**config.mk**
```make
export PLATFORM = sky130hd
export DESIGN_NAME = execute_pipe_stage
export DESIGN_NICKNAME = d
export VERILOG_FILES = /design/src/rtl/execute_pipe_stage_pkg.sv /design/src/rtl/exec_mul_iter.sv /design/src/rtl/execute_pipe_stage.sv
export SDC_FILE = /design/constraint.sdc
export NUM_CORES = 2
export LEC_CHECK = 0
export BUFFER_PORTS_ARGS = -buffer_cell sky130_fd_sc_hd__buf_2
export CAP_MARGIN = 20
export CORE_ASPECT_RATIO = 1.25
export CORE_MARGIN = 2
export CORE_UTILIZATION = 50
export DETAILED_ROUTE_END_ITERATION = 12
export PLACE_DENSITY_LB_ADDON = 0.12
export REMOVE_ABC_BUFFERS = 1
export SYNTH_ARGS = -nofsm -noshare
export SYNTH_HDL_FRONTEND = slang
export SYNTH_SLANG_ARGS = --single-unit
```
**constraint.sdc**
```tcl
create_clock -name EXECUTE_CLOCK -period 27.1 [get_ports EXECUTE_CLOCK]
set_input_delay 5.42 -clock EXECUTE_CLOCK [delete_from_list [all_inputs] [get_ports EXECUTE_CLOCK]]
set_output_delay 5.42 -clock EXECUTE_CLOCK [all_outputs]
set_load 0.005 [all_outputs]
```
**src/rtl/execute_pipe_stage_pkg.sv**
```systemverilog
// Shared types and defaults for the execute pipeline stage.
// Latency: n/a (declarations only).
// Backpressure: n/a (declarations only).
package execute_pipe_stage_pkg;

  localparam int XLEN_DEF       = 32;
  localparam int MUL_CYCLES_DEF = 4;
  localparam int CTRL_W_DEF     = 5;

  typedef enum logic [3:0] {
    ALU_ADD   = 4'b0000,
    ALU_SLL   = 4'b0001,
    ALU_SLT   = 4'b0010,
    ALU_SLTU  = 4'b0011,
    ALU_XOR   = 4'b0100,
    ALU_SRL   = 4'b0101,
    ALU_OR    = 4'b0110,
    ALU_AND   = 4'b0111,
    ALU_SUB   = 4'b1000,
    ALU_COPYB = 4'b1001,
    ALU_SRA   = 4'b1101
  } alu_fun_e;

  typedef enum logic [3:0] {
    BR_NONE = 4'd0,
    BR_BEQ  = 4'd1,
    BR_BNE  = 4'd2,
    BR_BLT  = 4'd3,
    BR_BGE  = 4'd4,
    BR_BLTU = 4'd5,
    BR_BGEU = 4'd6,
    BR_JAL  = 4'd7,
    BR_JALR = 4'd8
  } br_type_e;

  typedef enum logic [1:0] {
    ST_IDLE = 2'd0,
    ST_MUL  = 2'd1,
    ST_DONE = 2'd2
  } state_e;

endpackage

```
**src/rtl/exec_mul_iter.sv**
```systemverilog
// Iterative shift-add multiplier, low XLEN bits of i_a*i_b.
// Latency: MUL_CYCLES-1 cycles from i_start to o_done; o_done stays high until next start.
// Backpressure: none; result is held until the next i_start. Ports: i_core_clk, i_arst_n, i_start, i_a, i_b -> o_done, o_product.
module exec_mul_iter
  import execute_pipe_stage_pkg::*;
#(
  parameter int XLEN       = XLEN_DEF,
  parameter int MUL_CYCLES = MUL_CYCLES_DEF
) (
  input  logic            i_core_clk,
  input  logic            i_arst_n,
  input  logic            i_start,
  input  logic [XLEN-1:0] i_a,
  input  logic [XLEN-1:0] i_b,
  output logic            o_done,
  output logic [XLEN-1:0] o_product
);

  // The multiplier bits are consumed CHUNK at a time so the product is
  // complete after STEPS edges, one edge before the owner wants it.
  localparam int STEPS = MUL_CYCLES - 1;
  localparam int CHUNK = (XLEN + STEPS - 1) / STEPS;
  localparam int SC_W  = (STEPS > 1) ? $clog2(STEPS) : 1;

  logic [XLEN-1:0] r_a;
  logic [XLEN-1:0] r_b;
  logic [XLEN-1:0] r_acc;
  logic [SC_W-1:0] r_step;
  logic            r_busy;
  logic            r_done;
  logic [XLEN-1:0] w_part;

  always_comb begin
    w_part = r_acc;
    for (int j = 0; j < CHUNK; j++) begin
      if (r_b[j]) w_part = w_part + (r_a << j);
    end
  end

  always_ff @(posedge i_core_clk or negedge i_arst_n) begin
    if (!i_arst_n) begin
      r_a    <= '0;
      r_b    <= '0;
      r_acc  <= '0;
      r_step <= '0;
      r_busy <= 1'b0;
      r_done <= 1'b0;
    end else if (i_start) begin
      r_a    <= i_a;
      r_b    <= i_b;
      r_acc  <= '0;
      r_step <= '0;
      r_busy <= 1'b1;
      r_done <= 1'b0;
    end else if (r_busy) begin
      r_acc  <= w_part;
      r_a    <= r_a << CHUNK;
      r_b    <= r_b >> CHUNK;
      r_step <= r_step + 1'b1;
      if (r_step == SC_W'(STEPS - 1)) begin
        r_busy <= 1'b0;
        r_done <= 1'b1;
      end
    end
  end

  assign o_done    = r_done;
  assign o_product = r_acc;

endmodule

```
**src/rtl/execute_pipe_stage.sv**
```systemverilog
// Execute stage: ALU, branch resolution and iterative multiply into one output register.
// Latency: 1 cycle for ALU/branch ops, MUL_CYCLES cycles for multiplies; redirect pulse the cycle after transfer.
// Backpressure: valid/ready; DR_READY low while multiplying or while the held result is not taken by MEM_READY.
// Ports: EXECUTE_CLOCK/EXECUTE_RESET; DR_* decode inputs with DR_VALID/DR_READY;
//        MEM_READY; EX_* registered results; FLUSH_OUT/TARGET_PC redirect.
module execute_pipe_stage
  import execute_pipe_stage_pkg::*;
#(
  parameter int XLEN       = XLEN_DEF,
  parameter int MUL_CYCLES = MUL_CYCLES_DEF,
  parameter int CTRL_W     = CTRL_W_DEF
) (
  input  logic              EXECUTE_CLOCK,
  input  logic              EXECUTE_RESET,
  input  logic              DR_VALID,
  output logic              DR_READY,
  input  logic [XLEN-1:0]   DR_PC,
  input  logic [XLEN-1:0]   DR_PC_4,
  input  logic [XLEN-1:0]   DR_RS1,
  input  logic [XLEN-1:0]   DR_RS2,
  input  logic [XLEN-1:0]   DR_OPB,
  input  logic [XLEN-1:0]   DR_IMM_I,
  input  logic [XLEN-1:0]   DR_IMM_B,
  input  logic [XLEN-1:0]   DR_IMM_J,
  input  logic [3:0]        DR_ALU_FUN,
  input  logic              DR_IS_MUL,
  input  logic [3:0]        DR_BR_TYPE,
  input  logic [CTRL_W-1:0] DR_CTRL,
  input  logic              MEM_READY,
  output logic              EX_VALID,
  output logic [XLEN-1:0]   EX_PC_4,
  output logic [XLEN-1:0]   EX_ALU_RESULT,
  output logic [XLEN-1:0]   EX_RS2,
  output logic [CTRL_W-1:0] EX_CTRL,
  output logic              FLUSH_OUT,
  output logic [XLEN-1:0]   TARGET_PC
);

  localparam int SH_W  = $clog2(XLEN);
  localparam int CNT_W = $clog2(MUL_CYCLES);

  state_e            r_state;
  logic [CNT_W-1:0]  r_cnt;
  logic              r_ex_valid;
  logic [XLEN-1:0]   r_ex_pc_4;
  logic [XLEN-1:0]   r_ex_alu;
  logic [XLEN-1:0]   r_ex_rs2;
  logic [CTRL_W-1:0] r_ex_ctrl;
  logic              r_flush;
  logic [XLEN-1:0]   r_target;
  // Side-band of an in-flight multiply, written to the output register in DONE.
  logic [XLEN-1:0]   r_mul_pc_4;
  logic [XLEN-1:0]   r_mul_rs2;
  logic [CTRL_W-1:0] r_mul_ctrl;

  logic              w_fire;
  logic              w_fire_alu;
  logic              w_fire_mul;
  logic [SH_W-1:0]   w_shamt;
  logic [XLEN-1:0]   w_alu;
  logic              w_taken;
  logic [XLEN-1:0]   w_target;
  logic [XLEN-1:0]   w_jalr_sum;
  logic              w_mul_done;
  logic [XLEN-1:0]   w_mul_prod;

  assign DR_READY   = (r_state == ST_IDLE) && (!r_ex_valid || MEM_READY);
  assign w_fire     = DR_VALID && DR_READY;
  // A multiply wins over any branch kind presented with it.
  assign w_fire_mul = w_fire && DR_IS_MUL;
  assign w_fire_alu = w_fire && !DR_IS_MUL;
  assign w_shamt    = DR_OPB[SH_W-1:0];
  assign w_jalr_sum = DR_RS1 + DR_IMM_I;

  always_comb begin
    w_alu = '0;
    case (alu_fun_e'(DR_ALU_FUN))
      ALU_ADD:   w_alu = DR_RS1 + DR_OPB;
      ALU_SUB:   w_alu = DR_RS1 - DR_OPB;
      ALU_SLL:   w_alu = DR_RS1 << w_shamt;
      ALU_SLT:   w_alu = {{(XLEN-1){1'b0}}, ($signed(DR_RS1) < $signed(DR_OPB))};
      ALU_SLTU:  w_alu = {{(XLEN-1){1'b0}}, (DR_RS1 < DR_OPB)};
      ALU_XOR:   w_alu = DR_RS1 ^ DR_OPB;
      ALU_SRL:   w_alu = DR_RS1 >> w_shamt;
      ALU_SRA:   w_alu = $unsigned($signed(DR_RS1) >>> w_shamt);
      ALU_OR:    w_alu = DR_RS1 | DR_OPB;
      ALU_AND:   w_alu = DR_RS1 & DR_OPB;
      ALU_COPYB: w_alu = DR_OPB;
      default:   w_alu = '0;
    endcase
  end

  always_comb begin
    w_taken  = 1'b0;
    w_target = DR_PC + DR_IMM_B;
    case (br_type_e'(DR_BR_TYPE))
      BR_BEQ:  w_taken = (DR_RS1 == DR_RS2);
      BR_BNE:  w_taken = (DR_RS1 != DR_RS2);
      BR_BLT:  w_taken = ($signed(DR_RS1) <  $signed(DR_RS2));
      BR_BGE:  w_taken = ($signed(DR_RS1) >= $signed(DR_RS2));
      BR_BLTU: w_taken = (DR_RS1 <  DR_RS2);
      BR_BGEU: w_taken = (DR_RS1 >= DR_RS2);
      BR_JAL: begin
        w_taken  = 1'b1;
        w_target = DR_PC + DR_IMM_J;
      end
      BR_JALR: begin
        w_taken  = 1'b1;
        w_target = {w_jalr_sum[XLEN-1:1], 1'b0};
      end
      default: w_taken = 1'b0;
    endcase
  end

  exec_mul_iter #(
    .XLEN       (XLEN),
    .MUL_CYCLES (MUL_CYCLES)
  ) u_mul (
    .i_core_clk (EXECUTE_CLOCK),
    .i_arst_n   (EXECUTE_RESET),
    .i_start    (w_fire_mul),
    .i_a        (DR_RS1),
    .i_b        (DR_OPB),
    .o_done     (w_mul_done),
    .o_product  (w_mul_prod)
  );

  // Entry to DONE waits for the output register to be free, so the
  // DONE-cycle load never overwrites an unconsumed result.
  always_ff @(posedge EXECUTE_CLOCK or negedge EXECUTE_RESET) begin
    if (!EXECUTE_RESET) begin
      r_state <= ST_IDLE;
      r_cnt   <= '0;
    end else begin
      case (r_state)
        ST_IDLE: begin
          if (w_fire_mul) begin
            r_state <= ST_MUL;
            r_cnt   <= CNT_W'(MUL_CYCLES - 2);
          end
        end
        ST_MUL: begin
          if (r_cnt != '0) begin
            r_cnt <= r_cnt - 1'b1;
          end else if (!r_ex_valid || MEM_READY) begin
            r_state <= ST_DONE;
          end
        end
        ST_DONE: begin
          if (w_mul_done) r_state <= ST_IDLE;
        end
        default: r_state <= ST_IDLE;
      endcase
    end
  end

  always_ff @(posedge EXECUTE_CLOCK or negedge EXECUTE_RESET) begin
    if (!EXECUTE_RESET) begin
      r_ex_valid <= 1'b0;
      r_ex_pc_4  <= '0;
      r_ex_alu   <= '0;
      r_ex_rs2   <= '0;
      r_ex_ctrl  <= '0;
      r_flush    <= 1'b0;
      r_target   <= '0;
      r_mul_pc_4 <= '0;
      r_mul_rs2  <= '0;
      r_mul_ctrl <= '0;
    end else begin
      if (w_fire_alu) begin
        r_ex_valid <= 1'b1;
        r_ex_pc_4  <= DR_PC_4;
        r_ex_alu   <= w_alu;
        r_ex_rs2   <= DR_RS2;
        r_ex_ctrl  <= DR_CTRL;
      end else if ((r_state == ST_DONE) && w_mul_done) begin
        r_ex_valid <= 1'b1;
        r_ex_pc_4  <= r_mul_pc_4;
        r_ex_alu   <= w_mul_prod;
        r_ex_rs2   <= r_mul_rs2;
        r_ex_ctrl  <= r_mul_ctrl;
      end else if (MEM_READY) begin
        r_ex_valid <= 1'b0;
      end

      if (w_fire_mul) begin
        r_mul_pc_4 <= DR_PC_4;
        r_mul_rs2  <= DR_RS2;
        r_mul_ctrl <= DR_CTRL;
      end

      r_flush <= w_fire_alu && w_taken;
      if (w_fire_alu && w_taken) r_target <= w_target;
    end
  end

  assign EX_VALID      = r_ex_valid;
  assign EX_PC_4       = r_ex_pc_4;
  assign EX_ALU_RESULT = r_ex_alu;
  assign EX_RS2        = r_ex_rs2;
  assign EX_CTRL       = r_ex_ctrl;
  assign FLUSH_OUT     = r_flush;
  assign TARGET_PC     = r_target;

endmodule
```
# Word-level counts from Yosys, hierarchy flattened
# Cells that the tools add are included.
# word_totals
regBits	308
latch_bits	0
ramBits	0
mem_bits_ro	0
inputBits	274
out_inout_bits	136
word_cells	144
n_memories	0
# op_classes
addsub	18
mul	0
div	0
n_lt_le_gt_ge	6
eq_ne	28
shift	3
mux	47
bitwise	3
n_reduce_logical	21
# op_table
cell	n
32-bit two-way mux	23
32-bit adder	15
32-bit case mux with 11 select lines	1
32-bit less-than comparator	4
32-bit >= comparator	2
32-bit case mux with 2 select lines	1
32-bit AND	1
32-bit == test	1
4-bit by 3-bit == test with 1-bit output, second input constant	8
32-bit != test	1
32-bit OR	1
32-bit by 5-bit left shift with 32-bit output	1
32-bit by 5-bit right shift with 32-bit output	1
32-bit by 5-bit >>> shifter with 32-bit output	1
32-bit subtractor	1
32-bit XOR	1
4-bit by 2-bit == test with 1-bit output, second input constant	4
4-bit == test, second input constant	4
2-bit two-way mux	8
5-bit two-way mux	2
2-bit nonzero test	5
1-bit two-way mux	9
4-bit by 1-bit == test with 1-bit output, second input constant	2
1-bit case mux with 7 select lines	1
18 further kinds	28

# Logic depth before layout (Yosys ltp)
# logic_depth
ltp_word	24
depth_mapped	100
ltp_nobuf	100

# By module
# Synthesis repeated with hierarchy kept, for this count alone.
# hier_totals
cells_unflattened	5975
area_unflattened_um2	44621.5
# by_module_without_submodules
module	n_inst	cells_each	area_per_inst_um2	seq_area_each_um2
exec_mul_iter	1	3155	22855.7	2502.4
execute_pipe_stage	1	2820	21765.9	5205.0

# Worst setup path after synthesis
# Ideal clock, no wire load.
# synth_path
path_type	register -> register
startpoint	register u_mul.r_a[1]
endpoint	register u_mul.r_acc[31], in the netlist u_mul.o_product[31]
setup_time_ps	142
arrival_ps	16829
t_required_ps	26958
setup_slack_ps	10129
path_stages_with_launch	88
n_path_buf	2
synth_period_minus_slack_ps	16971
cell_sequence	dfrtp_1 > inv_1 > fa_1 > nor2b_1 > o21ai_2 > a21boi_1 > o21ba_2 > o2111a_1 > o21ai_1 > a31o_2 > ha_1 > buf_2 > nand4_1 > o311a_1 > xnor2_1 > nand2_1 > o21a_1 > ha_1 > [52 not listed] > inv_1 > ha_1 > o21ai_0 > nand2b_1 > a21oi_1 > a21oi_1 > a21oi_1 > o221ai_1 > ha_1 > a21oi_1 > o21ai_0 > xor2_1 > and2_1 > nand2_1 > nor2_1 > o41ai_2 > a21o_1 > a31oi_1
# synth_via
elab_chain_len	24
# synth_lines
element	line_no	text
start: declaration	exec_mul_iter.sv:25	logic [XLEN-1:0] r_a;
start signal: assignment	exec_mul_iter.sv:49	r_a <= i_a;
start signal: assignment	exec_mul_iter.sv:57	r_a <= r_a << CHUNK;
32-bit adder	exec_mul_iter.sv:36	if (r_b[j]) w_part = w_part + (r_a << j);
32-bit two-way mux	exec_mul_iter.sv:36	
32-bit adder	exec_mul_iter.sv:36	
32-bit two-way mux	exec_mul_iter.sv:36	
32-bit adder	exec_mul_iter.sv:36	
32-bit two-way mux	exec_mul_iter.sv:36	
32-bit adder	exec_mul_iter.sv:36	
32-bit two-way mux	exec_mul_iter.sv:36	
[8 not listed]	--	
32-bit adder	exec_mul_iter.sv:36	
32-bit two-way mux	exec_mul_iter.sv:36	
32-bit adder	exec_mul_iter.sv:36	
32-bit two-way mux	exec_mul_iter.sv:36	
32-bit adder	exec_mul_iter.sv:36	
32-bit two-way mux (*)	exec_mul_iter.sv:36	
32-bit two-way mux (*)	exec_mul_iter.sv:55	end else if (r_busy) begin
32-bit two-way mux (*)	exec_mul_iter.sv:48	end else if (i_start) begin
end signal: assignment	exec_mul_iter.sv:56	r_acc <= w_part;
end: declaration	exec_mul_iter.sv:27	logic [XLEN-1:0] r_acc;
# Every way passes the cells marked *; elsewhere a longest branch is shown, timed or not. The select of a mux whose other input is x is not followed.
# A chain may end at the register's enable or synchronous reset.

# Worst setup path after layout
# Ends and elaborated chain as after synthesis.

==> qor.yml <==
clocking:
  postCtsHoldBufs: 0
  root_buffer: "clkbuf_16"
  clkLatencyLatePin_ns: 0.60
  cts_buffer_depth: 3
  cts_tree: "done"
  numCtsBuffers: 35
  cts_sinks: 308
  clkTransAtPathRegs_ns: 0.07
  cts_setup_buffers: 0
  cts_htree_levels: 2
  cts_resized: 0
worst_setup_path:
  criticalPathCategory: "reg2reg"
  crit_top_cell: "nand2_1"
  crit_arrival_ns: 22.54
  cpPeakStageDelay_ns: 0.75
  critPathSlowestCell: "o41ai_1"
  crit_required_ns: 27.55
  cp-start-kind: "flop"
  crit_path_max_fanout: 13
  crit_buf_inv: 5
  cp-end-kind: "flop"
  path_delay_family: "compound AO/OA/AOI/OAI gates"
synthesis:
  netlist-cell-type-count: 106
  yosys_warnings: 0
  yosys-top-cells-area: "dfrtp_1, ha_1, nand2_1"
  async_flop_share: 1.00
  yosysTopAreaCell: "dfrtp_1"
  yosysSeqAreaShare: 0.179
  syn_inst: 5790
  synth_common_cells: "nand2_1, nor2_1, ha_1"
  ys_seq_elements: 308
  synth_top_area_share: 0.179
  syn_area_um2: 43000
  avgSynthCellArea_um2: 7.43
  synth_ff_type: "dfrtp_1"
  synth.most_common_cell: "nand2_1"
  synth_edf_count: 0
timing:
  max_slew.worst_pin.slew_ns: 1.28
  rsz0062_at_grt: "false"
  fin_crit_sh: 0.815
  final_max_slew_viol_count: 0
  finClkSkew_ns: 0.0206
  relSlewSlack: 0.143
  setup_violations: 0
  layout_min_cycle_time_ns: 22.09
  fin_tns_setup_ns: 0
  clock.fmax_mhz: 45.3
  hold_viol_final: 0
detailed_routing:
  drt_iter0_markers: 3943
  vias_per_cell: 6.48
  drc: 0
  num_vias: 46501
  postRouteAntennaNets: 0
  drtPass1Iterations: 9
  wl_per_cell_um: 26.5
  wirelength_um: 190000
global_route:
  grt_pass1_vias: 45502
  gr-total-overflow: 0
  grt-busiest-layer: "met2"
  antenna_found_initial: 29
  met2_usage: 0.707
  use_met1: 0.451
  track_usage: 0.419
  grt_start_max_net_pins: 143
  use_met3: 0.0824
  grt_first_pass_wirelength_um: 282000
finish:
  syn2layout_area_growth_pct: 9.87
  fill_cells: 8425
  drive_gt1_frac: 0.121
  layout.nets: 6830
floorplan:
  core-area_um2: 85400
  start_util: 0.504
  rows: 120
  die_w_um: 266
  pin_count: 410
  die-area_um2: 88500
  die_height_um: 332
place:
  portBuffers: 409
  hpwl_um: 149000
  place.gp.congestion: 1.12
run:
  cap_violations: 0
status:
  outcome: "finished, final reports clean"
hold_path:
  hp-class: "reg2reg"
## state kept, by name, indices dropped and copies added, names as in the netlist, 2 cells and up
register / cells
r_cnt: 2
u_mul.o_product: 32
EX_ALU_RESULT: 32
EX_PC_4: 32
r_mul_pc_4: 32
TARGET_PC: 32
r_mul_ctrl: 5
EX_RS2: 32
r_mul_rs2: 32
u_mul.r_a: 32
EX_CTRL: 5
u_mul.r_b: 32
u_mul.r_step: 2
r_state: 2
## cells by family (layout without fill, tap and decap cells)
family,Yosys count,in the layout,share of synthesized area
compound gates,2038,2038,0.309
xor+xnor,290,290,0.0597
flops,308,308,0.179
mux,250,250,0.0646
simple gates,1824,1824,0.186
other cells,0,10,0
fa+ha+maj,511,511,0.151
buf+inv,569,849,0.0502
## path summary, 6_finish.rpt
path	start	end	slack, ns	cells past startpoint
setup / recovery	u_mul.r_a[1]	u_mul.o_product[31]	5.01	92
hold / removal	TARGET_PC[20]	TARGET_PC[20]	0.47	2
max in group asynchronous	EXECUTE_RESET	u_mul.r_a[5]	20.70	2
hold reg to reg	TARGET_PC[20]	TARGET_PC[20]	0.47	2
min in group asynchronous	EXECUTE_RESET	EX_PC_4[16]	4.91	1
setup reg to reg	u_mul.r_a[1]	u_mul.o_product[31]	5.01	92
## layout make-up
type | instances | area (µm²) | area share
sequential | 308 | 7710 | 0.163
multi-input combinational | 4913 | 33200 | 0.703
clock inverter | 13 | 163 | 0.00344
tap | 1098 | 1370 | 0.0291
timing repair buffer | 492 | 2700 | 0.0570
inverter | 295 | 1110 | 0.0234
antenna | 10 | 25.0 | 0.000529
clock buffer | 49 | 978 | 0.0207
## per-stage QoR
| stage | setup slack (ns) | hold WS (ns) | utilization | cell area [µm²] | instances |
|---|---|---|---|---|---|
| 2_1_floorplan | 10.02 | 0.447 | - | 42000 | 5516 |
| 3_3_place_gp | 4.64 | 0.454 | 0.540 | 46100 | 7104 |
| 3_5_place_dp | 5.25 | 0.457 | 0.540 | 46100 | 7105 |
| 4_1_cts | 5.19 | 0.473 | 0.553 | 47200 | 7167 |
| 5_1_grt | 3.89 | 0.489 | 0.553 | 47300 | 7173 |
| 6_report | 5.01 | 0.471 | 0.554 | 47300 | 7178 |
## worst register-to-register path: cells and delay by family, from the launching register on
family          cells  cell delay, ns
compound gates     42           10.16
xor+xnor            9            1.66
fa+ha+maj          11            4.34
buf+inv             5            1.12
flops               1            0.74
mux                 1            0.31
simple gates       24            3.65
## layer usage
layer / vias up / share of wire / wire (µm)
met1: 21940 / 0.36 / 67900
li1: 21679 / - / -
met3: 721 / 0.073 / 13900
met2: 2133 / 0.47 / 90000
met5: - / 0.00091 / 173
met4: 28 / 0.097 / 18400
## layout by cell type (no fill, tap or decap), types with 25 or more instances in the layout
cell type,instances
nand4_1,39
nor2b_1,59
or3_1,26
a221oi_1,46
ha_1,496
o21ai_1,32
and3_1,27
dfrtp_1,306
o211ai_1,58
clkbuf_16,35
xnor2_1,175
nand3_1,107
nand2_1,785
xor2_1,112
a22oi_1,97
o31ai_1,32
and2_1,42
buf_4,81
mux2_2,88
a21o_1,192
nor2_1,508
mux2i_1,148
inv_1,285
a21oi_1,489
a211oi_1,75
o22ai_1,25
o21a_1,86
o21bai_1,59
o21ai_0,473
nor3_1,88
a31oi_1,61
nand2b_1,46
buf_2,408
Power is not shown: default switching activity piles up to over one toggle a cycle in this logic, so the estimate is an artifact.
